<file path="config.mk">
export PLATFORM = sky130hd
export DESIGN_NAME = mul_add_job_ctrl
export DESIGN_NICKNAME = d
export VERILOG_FILES = /design/src/rtl/mul_add_job_ctrl.sv
export SDC_FILE = /design/constraint.sdc
export NUM_CORES = 1
export LEC_CHECK = 0
export CAP_MARGIN = 20
export CORE_UTILIZATION = 65
export CTS_CLUSTER_SIZE = 20
export DETAILED_ROUTE_END_ITERATION = 8
export DONT_BUFFER_PORTS = 1
export PLACE_DENSITY_LB_ADDON = 0.05
export SETUP_SLACK_MARGIN = 0.5
export SLEW_MARGIN = 20
export SYNTH_ARGS = -nofsm -noshare
export SYNTH_HDL_FRONTEND = slang
export SYNTH_SLANG_ARGS = --single-unit
</file>
<file path="constraint.sdc">
create_clock -name clk -period 7.09 [get_ports clk]
set_clock_uncertainty 0.1 [all_clocks]
set_input_delay 0.709 -clock clk [delete_from_list [all_inputs] [get_ports clk]]
set_output_delay 0.709 -clock clk [all_outputs]
set_load 0.005 [all_outputs]
</file>
<file path="src/rtl/mul_add_job_ctrl.sv">
// mul_add_job_ctrl: job front-end for the repeated-addition multiplier.
// Accepts operand pairs, sequences re-arm/start of the external control path,
// drives its shared operand bus, and returns the product (or a watchdog abort).
module mul_add_job_ctrl #(
   parameter int unsigned WIDTH   = 8,
   parameter int unsigned TIMEOUT = 300
) (
   input  logic               clk,
   input  logic               rst,
   input  logic               in_valid,
   output logic               in_ready,
   input  logic [WIDTH-1:0]   in_a,
   input  logic [WIDTH-1:0]   in_b,
   output logic               out_valid,
   input  logic               out_ready,
   output logic [2*WIDTH-1:0] out_p,
   output logic               out_err,
   output logic               mul_rst,
   output logic               mul_start,
   output logic [WIDTH-1:0]   mul_data,
   input  logic               mul_lda,
   input  logic               mul_ldb,
   input  logic               mul_done,
   input  logic [2*WIDTH-1:0] mul_prod
);

   localparam int unsigned PW = 2 * WIDTH;
   localparam int unsigned CW = (TIMEOUT > 1) ? $clog2(TIMEOUT) : 1;
   localparam logic [CW-1:0] WD_LAST = CW'(TIMEOUT - 1);

   typedef enum logic [1:0] {
      IDLE = 2'd0,
      CLR  = 2'd1,
      RUN  = 2'd2,
      RESP = 2'd3
   } state_t;

   state_t           state_q, state_d;
   logic [WIDTH-1:0] a_q, a_d;
   logic [WIDTH-1:0] b_q, b_d;
   logic [PW-1:0]    p_q, p_d;
   logic             err_q, err_d;
   logic             valid_q, valid_d;
   logic             start_q, start_d;
   logic [CW-1:0]    wd_q, wd_d;

   // Next-state and next-output logic for the job sequencer
   always_comb begin
      state_d = state_q;
      a_d     = a_q;
      b_d     = b_q;
      p_d     = p_q;
      err_d   = err_q;
      valid_d = valid_q;
      start_d = start_q;
      wd_d    = wd_q;

      case (state_q)
         IDLE: begin
            if (in_valid) begin
               a_d = in_a;
               b_d = in_b;
               if ((in_a == '0) || (in_b == '0)) begin
                  // zero operand: answer locally, multiplier stays untouched
                  p_d     = '0;
                  err_d   = 1'b0;
                  valid_d = 1'b1;
                  state_d = RESP;
               end else begin
                  state_d = CLR;
               end
            end
         end

         CLR: begin
            wd_d    = '0;
            start_d = 1'b1;
            state_d = RUN;
         end

         RUN: begin
            wd_d = wd_q + CW'(1);
            if (mul_lda) begin
               start_d = 1'b0;
            end
            // done has priority over a simultaneous watchdog expiry
            if (mul_done) begin
               p_d     = mul_prod;
               err_d   = 1'b0;
               valid_d = 1'b1;
               start_d = 1'b0;
               state_d = RESP;
            end else if (wd_q == WD_LAST) begin
               p_d     = '0;
               err_d   = 1'b1;
               valid_d = 1'b1;
               start_d = 1'b0;
               state_d = RESP;
            end
         end

         RESP: begin
            if (out_ready) begin
               valid_d = 1'b0;
               state_d = IDLE;
            end
         end

         default: begin
            state_d = IDLE;
            valid_d = 1'b0;
            start_d = 1'b0;
         end
      endcase
   end

   // State and registered outputs, asynchronously cleared
   always_ff @(posedge clk or posedge rst) begin
      if (rst) begin
         state_q <= IDLE;
         a_q     <= '0;
         b_q     <= '0;
         p_q     <= '0;
         err_q   <= 1'b0;
         valid_q <= 1'b0;
         start_q <= 1'b0;
         wd_q    <= '0;
      end else begin
         state_q <= state_d;
         a_q     <= a_d;
         b_q     <= b_d;
         p_q     <= p_d;
         err_q   <= err_d;
         valid_q <= valid_d;
         start_q <= start_d;
         wd_q    <= wd_d;
      end
   end

   // Handshake and multiplier interface
   always_comb begin
      in_ready  = (state_q == IDLE);
      mul_rst   = rst | (state_q == CLR);
      mul_data  = mul_ldb ? b_q : a_q;
      out_valid = valid_q;
      out_p     = p_q;
      out_err   = err_q;
      mul_start = start_q;
   end

endmodule

</file>
# == Word level (Yosys, flattened, before mapping) ==
# Cells that the tools add are included.
# word_totals
elab_cells,58
out_inout_bits,29
inputBits,39
ff_bits,46
# classes
n_reduce_logical,12
mux,27
n_bitwise,1
addsub,1
eq_ne,9
# ops
cell,n
$mux 16,4
$pmux 16 s2,1
$pmux 9 s2,1
$logic_not 8->1,2
$mux 1,11
$mux 2,5
$add 9x1->9 const B,1
$eq 9x9->1 const B,1
$mux 8,1
$pmux 2 s4,1
$reduce_and 5->1,1
$eq 2x2->1 const B,2
$ne 2x2->1 const B,2
$ne 4x4->1 const B,1
$pmux 1 s2,2
$reduce_and 2->1,2
$reduce_and 4->1,1
$reduce_bool 2->1,2
$ne 3x3->1 const B,1
$pmux 1 s3,1
$reduce_and 3->1,1
$reduce_bool 3->1,1
$eq 2x1->1 const B,1
$logic_not 2->1,1
other kinds (3),3

# == Depth between registers and ports, before layout ==
# depth
depth_word,5
depth_mapped,8
mapped_depth_nobuf,7

# == Worst setup path after synthesis ==
# No wires, ideal clock.
# synth_path
path_kind,input -> register
from,in in_b[5]
to,"reg p_q[0], in the netlist out_p[0]"
path_slack_ps,4497
path_stages,7
arrival_ps,2368
setup_time_ps,125
n_path_buf,2
cell_sequence,or4_1 > nor2_1 > a211oi_1 > or3_1 > buf_6 > buf_6 > mux2_4
# synth_between
elab_chain_len,4
# synth_lines
item,line_no,source
from (decl),13,"input logic [WIDTH-1:0] in_b,"
$logic_not 8->1,63,if ((in_a == '0) || (in_b == '0)) begin
$logic_or 1x1->1,63,
$ne 2x1->1 (no line),-,
$reduce_and 4->1 (no line),-,
to (signal assigned),132,p_q <= p_d;
to (decl),41,"logic [PW-1:0] p_q, p_d;"
# Every way passes these cells.
# A chain may end at the register's enable or synchronous reset.

# == Worst setup path after layout ==
# layout_path
from,reg state_q[0]
to,"reg p_q[9], in the netlist out_p[9]"
# layout_between
elab_chain_len,3
elab_cells_between_ends,8
cone_classes,eq/ne (4); mux (1); reduce/logical (3)
# layout_lines
item,line_no,source
from (decl),38,"state_t state_q, state_d;"
from (signal assigned),129,state_q <= state_d;
$eq 2x2->1 / $logic_not 2->1 (equally long branches),58,case (state_q)
"$ne 3x3->1 (no line), or another cell as far along",-,
$reduce_and 4->1 (no line),-,
# Several ways; a longest one is shown, not always the timed one.

==> results.yml <==
cts:
  cts_sinks: 46
  hold_buffers: 0
  clk_path_buf_depth: 2
  cts_buffers: 5
  clk_pin_slew_ns: 0.14
  tritoncts: "done"
  clk-insertion-delay-late_ns: 0.35
  postCtsSetupBuffers: 0
  root_buffer: "clkbuf_4"
  htree_levels: 2
  cts_resized: 0
grt:
  grt_pass1_wl_mm: 6.15
  grt_overflow: 0
  grt_usage_pct: 23.5
  first_global_vias: 1347
  antenna_found_initial: 0
  grt_max_degree: 47
drt:
  routedWlPerCell_um: 17.0
  viasPerCell: 6.09
  route.detailed.drc: 0
  ant_nets: 0
  routed_wl_mm: 4.01
  drtPass1Iterations: 4
  drtIter0Drc: 67
  vias: 1437
timing:
  max_slew_margin_pct: 43.8
  slew_violations: 0
  setup_viol: 0
  rsz0062_at_grt: "no"
  max_freq_ghz: 0.336
  tightest_slew_ns: 0.843
  fin_crit_sh_pct: 42.0
  setup_tns_ns: 0
  min_period_ns: 2.98
  finalHoldViolations: 0
logic_synthesis:
  synth-seq-area-share_pct: 51.1
  synth_top_area_cell: "dfrtp_1"
  syn_area_per_cell_um2: 11.9
  synth_top_area_share_pct: 51.1
  synth_area_leaders: "dfrtp_1, mux2_2, mux2_4"
  synth.distinct_cells: 29
  synthArstFlopShare_pct: 100
  yosys.cell_count.top_type: "dfrtp_1"
  syn_nets: 234
  synthTopCellsByCount: "dfrtp_1, mux2_2, and3_1"
  netlist_instances: 189
  synthFlopType: "dfrtp_1"
  ys_seq_elements: 46
  ys.warnings.count: 0
  synth_edf_count: 0
  synth_area_um2: 2250
place:
  port_buffers: 0
  dp.cells: 228
  dp_hpwl_mm: 2.92
  place_congestion: 0.782
pwr:
  pwr-share-clk_pct: 16.6
  ir_worst_vdd_mv: 0.294
  p_int_uw: 623
  p_sw_uw: 328
  p_per_area_nw_per_um2: 404
  power_frac_comb_pct: 38.1
  switching_share_pct: 34.5
  p_leak_nw: 1.13
  seq_power_share_pct: 45.3
floorplan:
  die-height_um: 60.9
  dieArea_um2: 3710
  start_util_pct: 67.6
  core_um2: 3340
  io_pins: 68
  dieWidth_um: 60.9
  placementRows: 21
final_layout:
  diodes: 0
  final_net_count: 234
  syn_to_final_growth_pct: 4.50
  layout-drive-gt1-share_pct: 27.4
  fillCellCount: 243
  finalNonFillerCells: 236
  seqCellArea_um2: 1150
  multiInputGateArea_um2: 1010
setup_path:
  critical_path_arrival_ns: 3.13
  cp-start-kind: "flop"
  cp-end-kind: "flop"
  r2r_cells: 6
  critPathKind: "flop to flop"
  cp_max_fo: 25
  crit_required_ns: 7.25
status:
  status: "finished, final reports clean"
flow_run:
  maxCapViolations: 0
min_path:
  min_path_type: "input port to async pin"
==> per-layer routing <==
| metal | up-vias | global-route usage [%] | part of all wire [%] |
|---|---|---|---|
| li1 | 666 | - | - |
| met1 | 718 | 29.1 | 44 |
| met2 | 51 | 37.0 | 48 |
| met3 | 2 | 10.2 | 7.6 |
| met4 | 0 | 8.12 | 0.70 |
| met5 | - | 0 | 0 |
==> layout make-up <==
class	count	area share [%]
Sequential cell	46	48.9
Multi-Input combinational cell	122	42.9
Tap cell	46	2.44
Inverter	13	2.07
Clock inverter	3	1.86
Clock buffer	5	1.59
Timing Repair Buffer	1	0.319
==> power by group through the flow <==
stage	clock (mW)	combinational, mW	sequential, mW
after floorplan	0	0.325	0.413
after global placement	0	0.350	0.429
after detailed placement	0	0.362	0.437
after CTS	0.164	0.364	0.430
after global routing	0.176	0.398	0.444
final	0.158	0.362	0.430
==> sequential cells by signal, indices dropped and copies added (netlist names) <==
signal	flops
a_q	8
b_q	8
mul_start	1
out_err	1
out_p	16
out_valid	1
state_q	2
wd_q	9
==> through the flow <==
step                      hold slack [ns]  util, %  power, mW  setup WS, ns  cell area, µm²
after floorplan                     0.374        -      0.738          4.50            2250
after global placement              0.386     68.2      0.778          4.24            2270
after detailed placement            0.392     68.2      0.798          4.13            2270
after CTS                           0.257     70.6      0.958          4.12            2360
after global routing                0.265     70.6       1.02          3.92            2360
final                               0.252     70.6      0.951          4.11            2360
==> critical path, cell delays in order, from the launching register on <==
cell and delay (ns):
dfrtp_1 0.43, inv_1 0.13, ha_1 0.63, nor2b_1 0.26, o41a_1 0.23, or3_1 0.69, mux2_2 0.41
==> kinds of logic (layout without fill, tap and decap cells) <==
family	count (synthesis)	count (layout)	share of synthesized area, %
XOR/XNOR	4	4	1.55
multiplexers	42	42	22.5
flip-flops	46	46	51.1
AND/OR/NAND/NOR	51	51	12.4
AO/OA/AOI/OAI	19	19	4.99
buffers and inverters	21	22	4.16
adder cells (fa/ha/maj)	6	6	3.33
==> path summary, 6_finish.rpt <==
path / startpoint / endpoint / slack (ns)
max: state_q[0] / out_p[9] / 4.11
min: rst / b_q[1] / 0.25
max reg2reg: state_q[0] / out_p[9] / 4.11
min reg2reg: b_q[2] / b_q[2] / 0.42
max in group asynchronous: rst / b_q[6] / 6.26
min in group clk: in_b[2] / b_q[2] / 0.39
==> cell usage in the layout (no fill, tap or decap) <==
| master | synthesis | layout |
|---|---|---|
| nor2b_1 | 2 | 2 |
| clkinv_1 | 0 | 1 |
| o41a_1 | 1 | 1 |
| nor4_1 | 3 | 3 |
| dfrtp_1 | 46 | 46 |
| bufinv_16 | 0 | 1 |
| nand4_1 | 1 | 1 |
| or3_1 | 2 | 2 |
| a21oi_1 | 3 | 3 |
| a211oi_1 | 1 | 1 |
| nor3_1 | 1 | 1 |
| o21ai_0 | 10 | 10 |
| inv_1 | 13 | 12 |
| or2_2 | 1 | 1 |
| nand2_1 | 5 | 5 |
| and3_1 | 17 | 17 |
| clkbuf_4 | 0 | 5 |
| nor2_1 | 8 | 8 |
| o211ai_1 | 1 | 1 |
| a21o_1 | 1 | 1 |
| o22ai_1 | 1 | 1 |
| mux2_4 | 9 | 9 |
| xnor2_1 | 3 | 3 |
| a21boi_0 | 1 | 1 |
| buf_4 | 0 | 1 |
| xor2_1 | 1 | 1 |
| and4_1 | 1 | 1 |
| mux2_2 | 33 | 33 |
| ha_1 | 6 | 6 |
| nand3_1 | 8 | 8 |
| or4_1 | 2 | 2 |
| inv_6 | 0 | 1 |
| clkinv_2 | 0 | 1 |
Note: power is estimated with default switching activity, not from simulation.
==> variant, RTL diff (same settings) <==
The 4 states of `state_t` get a Gray code encoding in 2 bits.
--- a/src/rtl/mul_add_job_ctrl.sv
+++ b/src/rtl/mul_add_job_ctrl.sv
@@ -31,6 +31,6 @@
    typedef enum logic [1:0] {
-      IDLE = 2'd0,
-      CLR  = 2'd1,
-      RUN  = 2'd2,
-      RESP = 2'd3
+      IDLE = 2'b00,
+      CLR  = 2'b01,
+      RUN  = 2'b11,
+      RESP = 2'b10
    } state_t;
Behaviour: no difference found for any inputs over 4 cycles, from zero or initial values and one cycle with rst high; so few cycles prove little.
==> variant against the original RTL <==
- highest routed layer unchanged
- combinational power fell by 25%
- worst hold slack improved by 64 ps
- worst setup slack better by 470 ps
- power decreased by 6.9%
- area after synthesis shrank 8.7%
- first-iteration DRC count down 19%
- final area down 10%
- critical path type unchanged
- wire length down 2.0%
- via count decreased by 8.6%
- sequential cell count is the same
- critical endpoint is now out_p[8]
- sequential power increased by 15%
==> variant: results <==
set metrics [dict create \
    n_tap_cell 44 \
    first_global_vias 1311 \
    area_share_nonclk_buffers_pct 0 \
    wl_per_cell_um 18.8 \
    status "finished, final reports clean" \
    ys_seq_area_share_pct 55.9 \
    grt_pass1_wl_um 6110 \
    maxSlewHeadroom_pct 27.1 \
    hpwl_um 2850 \
    place_area_um2 2050 \
    clock_area_share_pct 2.61 \
    synthAdderAreaFrac_pct 0.608 \
    wl_met2_um 2080 \
    rr_worst_depth 4 \
    avgSynthCellArea_um2 12.5 \
    use_met1_pct 31.9 \
    signal_buffers 0 \
    leakagePower_nw 0.936 \
    multi_input_area_share_pct 39.4 \
    drt_iter0_drc 54 \
    place_ws_ps 4230 \
    path_max_fanout 17 \
    use_met3_pct 9.15 \
    multi_input_gates 106 \
    synth_compound_area_share_pct 14.3 \
    p_sw_share_pct 34.5 \
    final_util_pct 69.8 \
    holdWs_ps 316 \
    regToRegEndpoint "out_p[8]" \
    grt_max_degree 48 \
    fin_nets 204 \
    nClkBuffers 6 \
    met1Wirelength_um 1590 \
    muxShareOfSynthArea_pct 14.1 \
    instances_no_fill 209 \
]
variant: cell count changes after synthesis, moves of 8 or more:
cell,delta
nand2_1,+8
mux2_2,-9
mux2_4,-9
a22o_1,+11
a22o_2,+8
inv_1,-8
and3_1,-17
variant: logic make-up (layout without fill, tap and decap cells):
group,Yosys count,in the layout
buffers and inverters,13,13
AND/OR/NAND/NOR,40,40
AO/OA/AOI/OAI,37,37
multiplexers,26,26
adder cells (fa/ha/maj),1,1
flip-flops,46,46
XOR/XNOR,2,2
variant: power groups by stage:
stage,registers [mW],clock network [mW],logic (mW)
6_report,0.494,0.119,0.272
5_1_grt,0.512,0.132,0.299
4_1_cts,0.491,0.122,0.275
3_5_place_dp,0.497,0,0.273
3_3_place_gp,0.490,0,0.254
2_1_floorplan,0.452,0,0.267
variant: worst max-delay path: stages, from the launching register on:
cell,delay [ps]
dfrtp_1,580
nor3b_4,730
nor2_1,110
a311o_1,580
a22o_2,300
